**src/rtl/alu_arbiter_if.sv**
```systemverilog
// alu_arbiter_if: request, ALU-drive and response signals of the two-port ALU arbiter.
// Requester slices are packed; slice i (bits i*n +: n, or i*3 / i*2 for codes) belongs to requester i.
// The "master" side is the requester/consumer/ALU environment; "slave" is the arbiter.
interface alu_arbiter_if #(
    parameter int n = 8
);
    // Requests
    logic [1:0]     req_valid;
    logic [1:0]     req_ready;
    logic [2*n-1:0] req_a;
    logic [2*n-1:0] req_b;
    logic [5:0]     req_func;
    logic [3:0]     req_a_sel;
    logic [3:0]     req_b_sel;
    logic [2*n-1:0] req_imm;
    logic [1:0]     req_lock;

    // Shared ALU
    logic [n-1:0]   alu_a_in;
    logic [n-1:0]   alu_b_in;
    logic [n-1:0]   alu_immediate;
    logic [2:0]     alu_func;
    logic [1:0]     alu_a_sel;
    logic [1:0]     alu_b_sel;
    logic [n-1:0]   alu_result;
    logic [3:0]     alu_flags;

    // Response
    logic           rsp_valid;
    logic           rsp_ready;
    logic           rsp_id;
    logic [n-1:0]   rsp_result;
    logic [3:0]     rsp_flags;

    modport slave (
        input  req_valid, req_a, req_b, req_func, req_a_sel, req_b_sel, req_imm, req_lock,
        output req_ready,
        output alu_a_in, alu_b_in, alu_immediate, alu_func, alu_a_sel, alu_b_sel,
        input  alu_result, alu_flags,
        output rsp_valid, rsp_id, rsp_result, rsp_flags,
        input  rsp_ready
    );

    modport master (
        output req_valid, req_a, req_b, req_func, req_a_sel, req_b_sel, req_imm, req_lock,
        input  req_ready,
        input  alu_a_in, alu_b_in, alu_immediate, alu_func, alu_a_sel, alu_b_sel,
        output alu_result, alu_flags,
        input  rsp_valid, rsp_id, rsp_result, rsp_flags,
        output rsp_ready
    );
endinterface

```
**src/rtl/alu_arbiter.sv**
```systemverilog
// alu_arbiter: two-port round-robin arbiter sharing one combinational picoMIPS ALU.
// The granted requester's operands drive the ALU; the result and flags are captured
// into a one-entry valid/ready response register tagged with the requester id.
// Optional feature: define ALU_ARB_LOCK_EN to let a requester hold the ALU across
// several operations (req_lock); without it req_lock is ignored.
module alu_arbiter #(
    parameter int n = 8
) (
    input  logic        clk,
    input  logic        reset,
    alu_arbiter_if.slave bus
);
    localparam logic [2:0] RA  = 3'd0;
    localparam logic [1:0] REG = 2'd0;

    logic         slot_free;
    logic [1:0]   eligible;
    logic         grant_valid;
    logic         grant_id;
    logic         last_grant;

    logic         rsp_valid_q;
    logic         rsp_id_q;
    logic [n-1:0] rsp_result_q;
    logic [3:0]   rsp_flags_q;

`ifdef ALU_ARB_LOCK_EN
    logic         lock_active;
    logic         lock_owner;
`else
    logic         unused_lock;
    assign unused_lock = ^bus.req_lock;
`endif

    // Pick at most one requester: lock owner only while locked, otherwise round-robin on ties.
    always_comb begin
        eligible = bus.req_valid;
`ifdef ALU_ARB_LOCK_EN
        if (lock_active) begin
            eligible = lock_owner ? (bus.req_valid & 2'b10) : (bus.req_valid & 2'b01);
        end
`endif
        slot_free   = !rsp_valid_q || bus.rsp_ready;
        grant_valid = slot_free && (eligible != '0);
        case (eligible)
            2'b11:   grant_id = ~last_grant;
            2'b10:   grant_id = 1'b1;
            default: grant_id = 1'b0;
        endcase
        bus.req_ready = '0;
        if (grant_valid) begin
            bus.req_ready[grant_id] = 1'b1;
        end
    end

    // Steer the granted requester's slices onto the ALU; idle drive is RA with REG selects and zero operands.
    always_comb begin
        bus.alu_a_in      = '0;
        bus.alu_b_in      = '0;
        bus.alu_immediate = '0;
        bus.alu_func      = RA;
        bus.alu_a_sel     = REG;
        bus.alu_b_sel     = REG;
        if (grant_valid) begin
            bus.alu_a_in      = grant_id ? bus.req_a[2*n-1:n]   : bus.req_a[n-1:0];
            bus.alu_b_in      = grant_id ? bus.req_b[2*n-1:n]   : bus.req_b[n-1:0];
            bus.alu_immediate = grant_id ? bus.req_imm[2*n-1:n] : bus.req_imm[n-1:0];
            bus.alu_func      = grant_id ? bus.req_func[5:3]    : bus.req_func[2:0];
            bus.alu_a_sel     = grant_id ? bus.req_a_sel[3:2]   : bus.req_a_sel[1:0];
            bus.alu_b_sel     = grant_id ? bus.req_b_sel[3:2]   : bus.req_b_sel[1:0];
        end
    end

    // Capture the ALU output on a transfer; drain the response when consumed with nothing new arriving.
    always_ff @(posedge clk or posedge reset) begin
        if (reset) begin
            rsp_valid_q  <= 1'b0;
            rsp_id_q     <= 1'b0;
            rsp_result_q <= '0;
            rsp_flags_q  <= '0;
            last_grant   <= 1'b1;
        end else if (grant_valid) begin
            rsp_valid_q  <= 1'b1;
            rsp_id_q     <= grant_id;
            rsp_result_q <= bus.alu_result;
            rsp_flags_q  <= bus.alu_flags;
            last_grant   <= grant_id;
        end else if (bus.rsp_ready) begin
            rsp_valid_q  <= 1'b0;
        end
    end

`ifdef ALU_ARB_LOCK_EN
    // While locked only the owner can be granted, so each owner transfer simply rewrites the lock
    // from its req_lock bit: 1 keeps/takes the lock, 0 releases it.
    always_ff @(posedge clk or posedge reset) begin
        if (reset) begin
            lock_active <= 1'b0;
            lock_owner  <= 1'b0;
        end else if (grant_valid) begin
            lock_active <= bus.req_lock[grant_id];
            lock_owner  <= grant_id;
        end
    end
`endif

    assign bus.rsp_valid  = rsp_valid_q;
    assign bus.rsp_id     = rsp_id_q;
    assign bus.rsp_result = rsp_result_q;
    assign bus.rsp_flags  = rsp_flags_q;

endmodule

```
**src/flat_wrapper.sv**
```systemverilog
// flat-port wrapper written by rule: the top's interface ports become plain ports
module alu_arbiter_flat 
#(
    parameter int n = 8
)
  (clk, reset, bus_req_valid, bus_req_a, bus_req_b, bus_req_func, bus_req_a_sel, bus_req_b_sel, bus_req_imm, bus_req_lock, bus_req_ready, bus_alu_a_in, bus_alu_b_in, bus_alu_immediate, bus_alu_func, bus_alu_a_sel, bus_alu_b_sel, bus_alu_result, bus_alu_flags, bus_rsp_valid, bus_rsp_id, bus_rsp_result, bus_rsp_flags, bus_rsp_ready);
  alu_arbiter_if #(.n(n)) bus_i ();
  input  logic clk;
  input  logic reset;
  input wire logic [$bits(bus_i.req_valid)-1:0] bus_req_valid;
  input wire logic [$bits(bus_i.req_a)-1:0] bus_req_a;
  input wire logic [$bits(bus_i.req_b)-1:0] bus_req_b;
  input wire logic [$bits(bus_i.req_func)-1:0] bus_req_func;
  input wire logic [$bits(bus_i.req_a_sel)-1:0] bus_req_a_sel;
  input wire logic [$bits(bus_i.req_b_sel)-1:0] bus_req_b_sel;
  input wire logic [$bits(bus_i.req_imm)-1:0] bus_req_imm;
  input wire logic [$bits(bus_i.req_lock)-1:0] bus_req_lock;
  output wire logic [$bits(bus_i.req_ready)-1:0] bus_req_ready;
  output wire logic [$bits(bus_i.alu_a_in)-1:0] bus_alu_a_in;
  output wire logic [$bits(bus_i.alu_b_in)-1:0] bus_alu_b_in;
  output wire logic [$bits(bus_i.alu_immediate)-1:0] bus_alu_immediate;
  output wire logic [$bits(bus_i.alu_func)-1:0] bus_alu_func;
  output wire logic [$bits(bus_i.alu_a_sel)-1:0] bus_alu_a_sel;
  output wire logic [$bits(bus_i.alu_b_sel)-1:0] bus_alu_b_sel;
  input wire logic [$bits(bus_i.alu_result)-1:0] bus_alu_result;
  input wire logic [$bits(bus_i.alu_flags)-1:0] bus_alu_flags;
  output wire logic [$bits(bus_i.rsp_valid)-1:0] bus_rsp_valid;
  output wire logic [$bits(bus_i.rsp_id)-1:0] bus_rsp_id;
  output wire logic [$bits(bus_i.rsp_result)-1:0] bus_rsp_result;
  output wire logic [$bits(bus_i.rsp_flags)-1:0] bus_rsp_flags;
  input wire logic [$bits(bus_i.rsp_ready)-1:0] bus_rsp_ready;
  assign bus_i.req_valid = bus_req_valid;
  assign bus_i.req_a = bus_req_a;
  assign bus_i.req_b = bus_req_b;
  assign bus_i.req_func = bus_req_func;
  assign bus_i.req_a_sel = bus_req_a_sel;
  assign bus_i.req_b_sel = bus_req_b_sel;
  assign bus_i.req_imm = bus_req_imm;
  assign bus_i.req_lock = bus_req_lock;
  assign bus_req_ready = bus_i.req_ready;
  assign bus_alu_a_in = bus_i.alu_a_in;
  assign bus_alu_b_in = bus_i.alu_b_in;
  assign bus_alu_immediate = bus_i.alu_immediate;
  assign bus_alu_func = bus_i.alu_func;
  assign bus_alu_a_sel = bus_i.alu_a_sel;
  assign bus_alu_b_sel = bus_i.alu_b_sel;
  assign bus_i.alu_result = bus_alu_result;
  assign bus_i.alu_flags = bus_alu_flags;
  assign bus_rsp_valid = bus_i.rsp_valid;
  assign bus_rsp_id = bus_i.rsp_id;
  assign bus_rsp_result = bus_i.rsp_result;
  assign bus_rsp_flags = bus_i.rsp_flags;
  assign bus_i.rsp_ready = bus_rsp_ready;
  alu_arbiter #(.n(n)) u_core (.clk(clk), .reset(reset), .bus(bus_i));
endmodule
```
**config.mk**
```make
export PLATFORM = sky130hd
export DESIGN_NAME = alu_arbiter_flat
export DESIGN_NICKNAME = d
export VERILOG_FILES = /design/src/rtl/alu_arbiter_if.sv /design/src/rtl/alu_arbiter.sv /design/src/flat_wrapper.sv
export SDC_FILE = /design/constraint.sdc
export NUM_CORES = 1
export LEC_CHECK = 0
export ABC_AREA = 1
export CAP_MARGIN = 20
export CORE_ASPECT_RATIO = 1.4
export CORE_MARGIN = 2
export CORE_UTILIZATION = 30
export DETAILED_ROUTE_END_ITERATION = 10
export PLACE_DENSITY = 0.95
export SETUP_SLACK_MARGIN = 0.3
export SYNTH_ARGS = -nofsm -noshare
export SYNTH_HDL_FRONTEND = slang
export SYNTH_SLANG_ARGS = --single-unit
```
**constraint.sdc**
```tcl
create_clock -name clk -period 2.2 [get_ports clk]
set_clock_uncertainty 0.2 [all_clocks]
set_input_delay 0.44 -clock clk [delete_from_list [all_inputs] [get_ports clk]]
set_output_delay 0.44 -clock clk [all_outputs]
set_load 0.02 [all_outputs]
```
# Word level (Yosys, flattened, before mapping)
# Cells that the tools add are included.
# op_classes
n_lt_le_gt_ge,2
eq_ne,2
muxes,18
bitwise_logic,1
reduce_logical,6
# op_table
operator,count
$mux W8,6
$mux W2,5
$mux W3,2
$eq A2 B2 Y1 const B,2
$reduce_bool A2 Y1,2
$mux W1,3
$logic_and A1 B1 Y1,2
$lt A1 B2 Y1 const B,1
$pmux W1 S2,1
$demux W1 S1,1
$ge A1 B1 Y1 const B,1
$logic_not A1 Y1,1
$logic_or A1 B1 Y1,1
$not A1 Y1,1
# word_totals
regBits,15
in_bits,81
output_inout_bits,47
word_cells,34

# Longest topological paths before layout
# logic_depth
depth_word,7
depth_mapped,6
mapped_depth_nobuf,5

# Worst setup path before layout
# OpenSTA, ideal clock, no wires.
# synth_timing
path_kind,flip-flop to output port
start,register u_core.last_grant
end,output bus_alu_a_in[0]
arrival_ps,1305
t_required_ps,1560
slack_ps,255
stages_incl_launch_ff,6
n_path_buf,1
cell_sequence,dfstp_2 > nand2_1 > nand2_1 > buf_2 > nand2_1 > a21oi_1
# synth_between
elab_chain_cells,4
# synth_lines
item,line,text
start: declaration,alu_arbiter.sv:20,logic last_grant;
start signal: assignment,alu_arbiter.sv:87,last_grant <= grant_id;
$not A1 Y1,alu_arbiter.sv:46,2'b11: grant_id = ~last_grant;
$pmux W1 S2,alu_arbiter.sv:45,case (eligible)
$mux W8,alu_arbiter.sv:65,bus.alu_a_in = grant_id ? bus.req_a[2*n-1:n] : bus.req_a[n-1:0];
$mux W8,alu_arbiter.sv:64,if (grant_valid) begin
end: declaration,flat_wrapper.sv:19,output wire logic [$bits(bus_i.alu_a_in)-1:0] bus_alu_a_in;
# Every way passes these cells.

# Worst setup path in the final report
# layout_timing
start,register u_core.last_grant
end,output bus_alu_b_in[2]
# layout_between
elab_chain_cells,4
# layout_lines
item,line,text
$not A1 Y1,alu_arbiter.sv:46,
$pmux W1 S2,alu_arbiter.sv:45,
$mux W8,alu_arbiter.sv:66,bus.alu_b_in = grant_id ? bus.req_b[2*n-1:n] : bus.req_b[n-1:0];
$mux W8,alu_arbiter.sv:64,
end: declaration,flat_wrapper.sv:20,output wire logic [$bits(bus_i.alu_b_in)-1:0] bus_alu_b_in;
# Every way passes these cells.

==> results.ini <==
[layout]
diodes=0
drive_gt1_share_pct=43.5
syn_to_final_growth_pct=177
multi_input_area_um2=992
finish.net_count=397
n_fill_cell=169
fin_area_um2=3140
regArea_um2=377

[cts]
cts-buffers-inserted=3
root_buffer=clkbuf_8
htreeDepth=1
path_clk_slew_ns=0.06
clockBufferDepth=2
cts_hold_buf=0
cts_tree=built
clk-insertion-delay-late_ns=0.25
clkSinkCount=15

[sta]
post-route-period-util_pct=102
fin_ws_ns=-0.0453
hold_violations=0
slew_violations=0
max_freq_mhz=445
finalSetupViolations=1
min_period_ns=2.25
worstMarginPinSlew_ns=0.541
slew_headroom_pct=63.9
rsz0062_at_grt=true

[hold_path]
min_path_cells=2
hold_path.class=reg2reg

[setup_path]
critical_path_class=reg2out
cp_max_fo=7
slowest_stage=dfstp_2
cp-start-kind=register
cp_slowest_stage_delay_ns=0.56
r2r_cells=8
worstPathCellList=nand2_4, nand2_8, clkbuf_16, nand2_1, a21oi_1, buf_4
worstPathArrival_ns=1.61
required_ns=1.56
end_kind=primary output

[floorplan]
io_pins=128
dieArea_um2=4290
row_count=26
dieHeight_um=76.7
die_x_um=56.0
initial_utilization_pct=31.1
core_area_um2=3640

[placement]
finalWeightedCongestion=0.802
port_buffers=125
post-dp-hpwl_um=3900
place_area_um2=2500

[synthesis]
async_reset_ff_share_pct=100
synth-seq-area-share_pct=33.2
synth_cell_type_count=13
yosysWarnings=0
synth_edf_count=0
synth_cells=177
synth_common_cells=nand2_1 (63), nand3_1 (43), a21oi_1 (31), dfrtp_1 (14), clkbuf_1 (7)
synth_most_common_cell=nand2_1
synth_flop_cell=dfrtp_1
synth_largest_area_cell=dfrtp_1
syn-num-nets=258
avgSynthCellArea_um2=6.40
synth_top_area_share_pct=30.9
ys_ff_latch=15
post_synth_main_area_contributors=dfrtp_1 (31%), nand2_1 (21%), nand3_1 (19%)
syn_area_um2=1130

[global_routing]
grt_pass1_vias=1871
met2_usage_pct=51.2
busiest_layer=met2
antenna_found_initial=0
grt_use_met3_pct=4.72
gr-total-overflow=0
grt_pass1_wl_um=9030
gr-usage-met1_pct=27.6
grt_usage_pct=26.1
grt_max_degree=29

[job]
maxCapViolCount=0

[pwr]
pwr-share-clk_pct=14.4
power_density_nw_per_um2=487
p_switching_w=0.000581
power.share.switching_pct=37.9
seqPwrFrac_pct=22.5
p_leak_nw=1.42
power_w=0.00153
ir_drop_mv=0.479
combPwrFrac_pct=63.0
p_int_w=0.000950

[outcome]
failed_checks=setup timing
status=finished with violations

[detailed_routing]
drt_iter0_markers=86
vias=1871
wl_per_cell_um=18.0
drtPass1Iterations=4
wirelength_um=6420
drcViolationCount=0
avgViaCountPerCell=5.24
detail-route-antenna-nets=0

==> area by class of cell <==
type,instances,share of cell area [%]
inverters,4,0.638
repair buffers,151,52.7
flip-flops and latches,15,12.0
multi-input cells,141,31.6
clock buffers,4,1.43
well taps,42,1.67
==> stage by stage <==
stage	setup TNS, ns	cells	setup slack, ns	util (%)	hold WS, ns
6_report	-0.0453	357	-0.0453	86.2	0.270
5_1_grt	-0.238	357	-0.0582	86.2	0.290
4_1_cts	0	354	0.0540	77.1	0.271
2_1_floorplan	0	177	0.255	-	0.141
3_3_place_gp	-19.59	341	-0.621	68.5	0.253
3_5_place_dp	-21.02	341	-0.672	68.5	0.257
==> power by group through the flow <==
stage | combinational (W) | clock, W | sequential [W]
global placement | 0.000712 | 0 | 0.000344
global route | 0.00101 | 0.000243 | 0.000349
finish | 0.000965 | 0.000221 | 0.000345
floorplan | 0.000281 | 0 | 0.000389
detailed placement | 0.000724 | 0 | 0.000344
CTS | 0.000842 | 0.000225 | 0.000344
==> state kept, by name, indices dropped and copies added (netlist names) <==
name                   count
u_core.bus.rsp_result      8
u_core.bus.rsp_flags       4
u_core.bus.rsp_id          1
u_core.bus.rsp_valid       1
u_core.last_grant          1
==> layout by cell type (no fill, tap or decap), drive strengths merged <==
master         count
dlygate4sd2        1
nand3             43
buf               59
a21oi             31
clkbuf             6
clkdlybuf4s50     87
or2                1
dlymetal6s2s       2
dfrtp             14
inv                4
nor2               1
nand2             65
dfstp              1
==> worst paths after layout <==
check / slack [ns] / startpoint / end
hold reg to reg: 0.27 / u_core.bus.rsp_flags[2]$_DFFE_PP0P_ / u_core.bus.rsp_flags[2]$_DFFE_PP0P_
min in group asynchronous: 0.33 / reset / u_core.bus.rsp_result[1]$_DFFE_PP0P_
max in group asynchronous: 1.10 / reset / u_core.last_grant$_DFFE_PP1P_
hold / removal: 0.27 / u_core.bus.rsp_flags[2]$_DFFE_PP0P_ / u_core.bus.rsp_flags[2]$_DFFE_PP0P_
setup reg to reg: 0.59 / u_core.bus.rsp_valid$_DFFE_PP0P_ / u_core.bus.rsp_flags[1]$_DFFE_PP0P_
setup / recovery: -0.05 / u_core.last_grant$_DFFE_PP1P_ / bus_alu_b_in[2]
==> cell families (layout without fill, tap and decap cells) <==
logic type | count (synthesis) | after routing | synth area share (%)
and+or+nand+nor | 110 | 110 | 42.1
buffers and inverters | 21 | 159 | 11.0
AOI/OAI and AO/OA | 31 | 31 | 13.7
DFF | 15 | 15 | 33.2
==> repair_timing <==
action | CTS | global route
gates resized for setup | 224 | 74
endpoints found under the hold margin | 0 | 0
endpoints found under the setup margin | 33 | 35
pin swaps | 5 | 17
buffers inserted | 5 | 1
gates cloned | 4 | 2
==> layer usage <==
metal,vias to the layer above,part of all wire (%)
met5,-,0
met2,95,56
met1,890,35
met4,0,3.0
met3,19,5.7
li1,867,-
==> critical path: cells and delay by family, from the launching register on <==
kind	cells	cell delay, ns
and+or+nand+nor	3	0.26
buffers and inverters	2	0.35
AOI/OAI and AO/OA	1	0.17
DFF	1	0.56
Power figures use the tool's default switching activity.
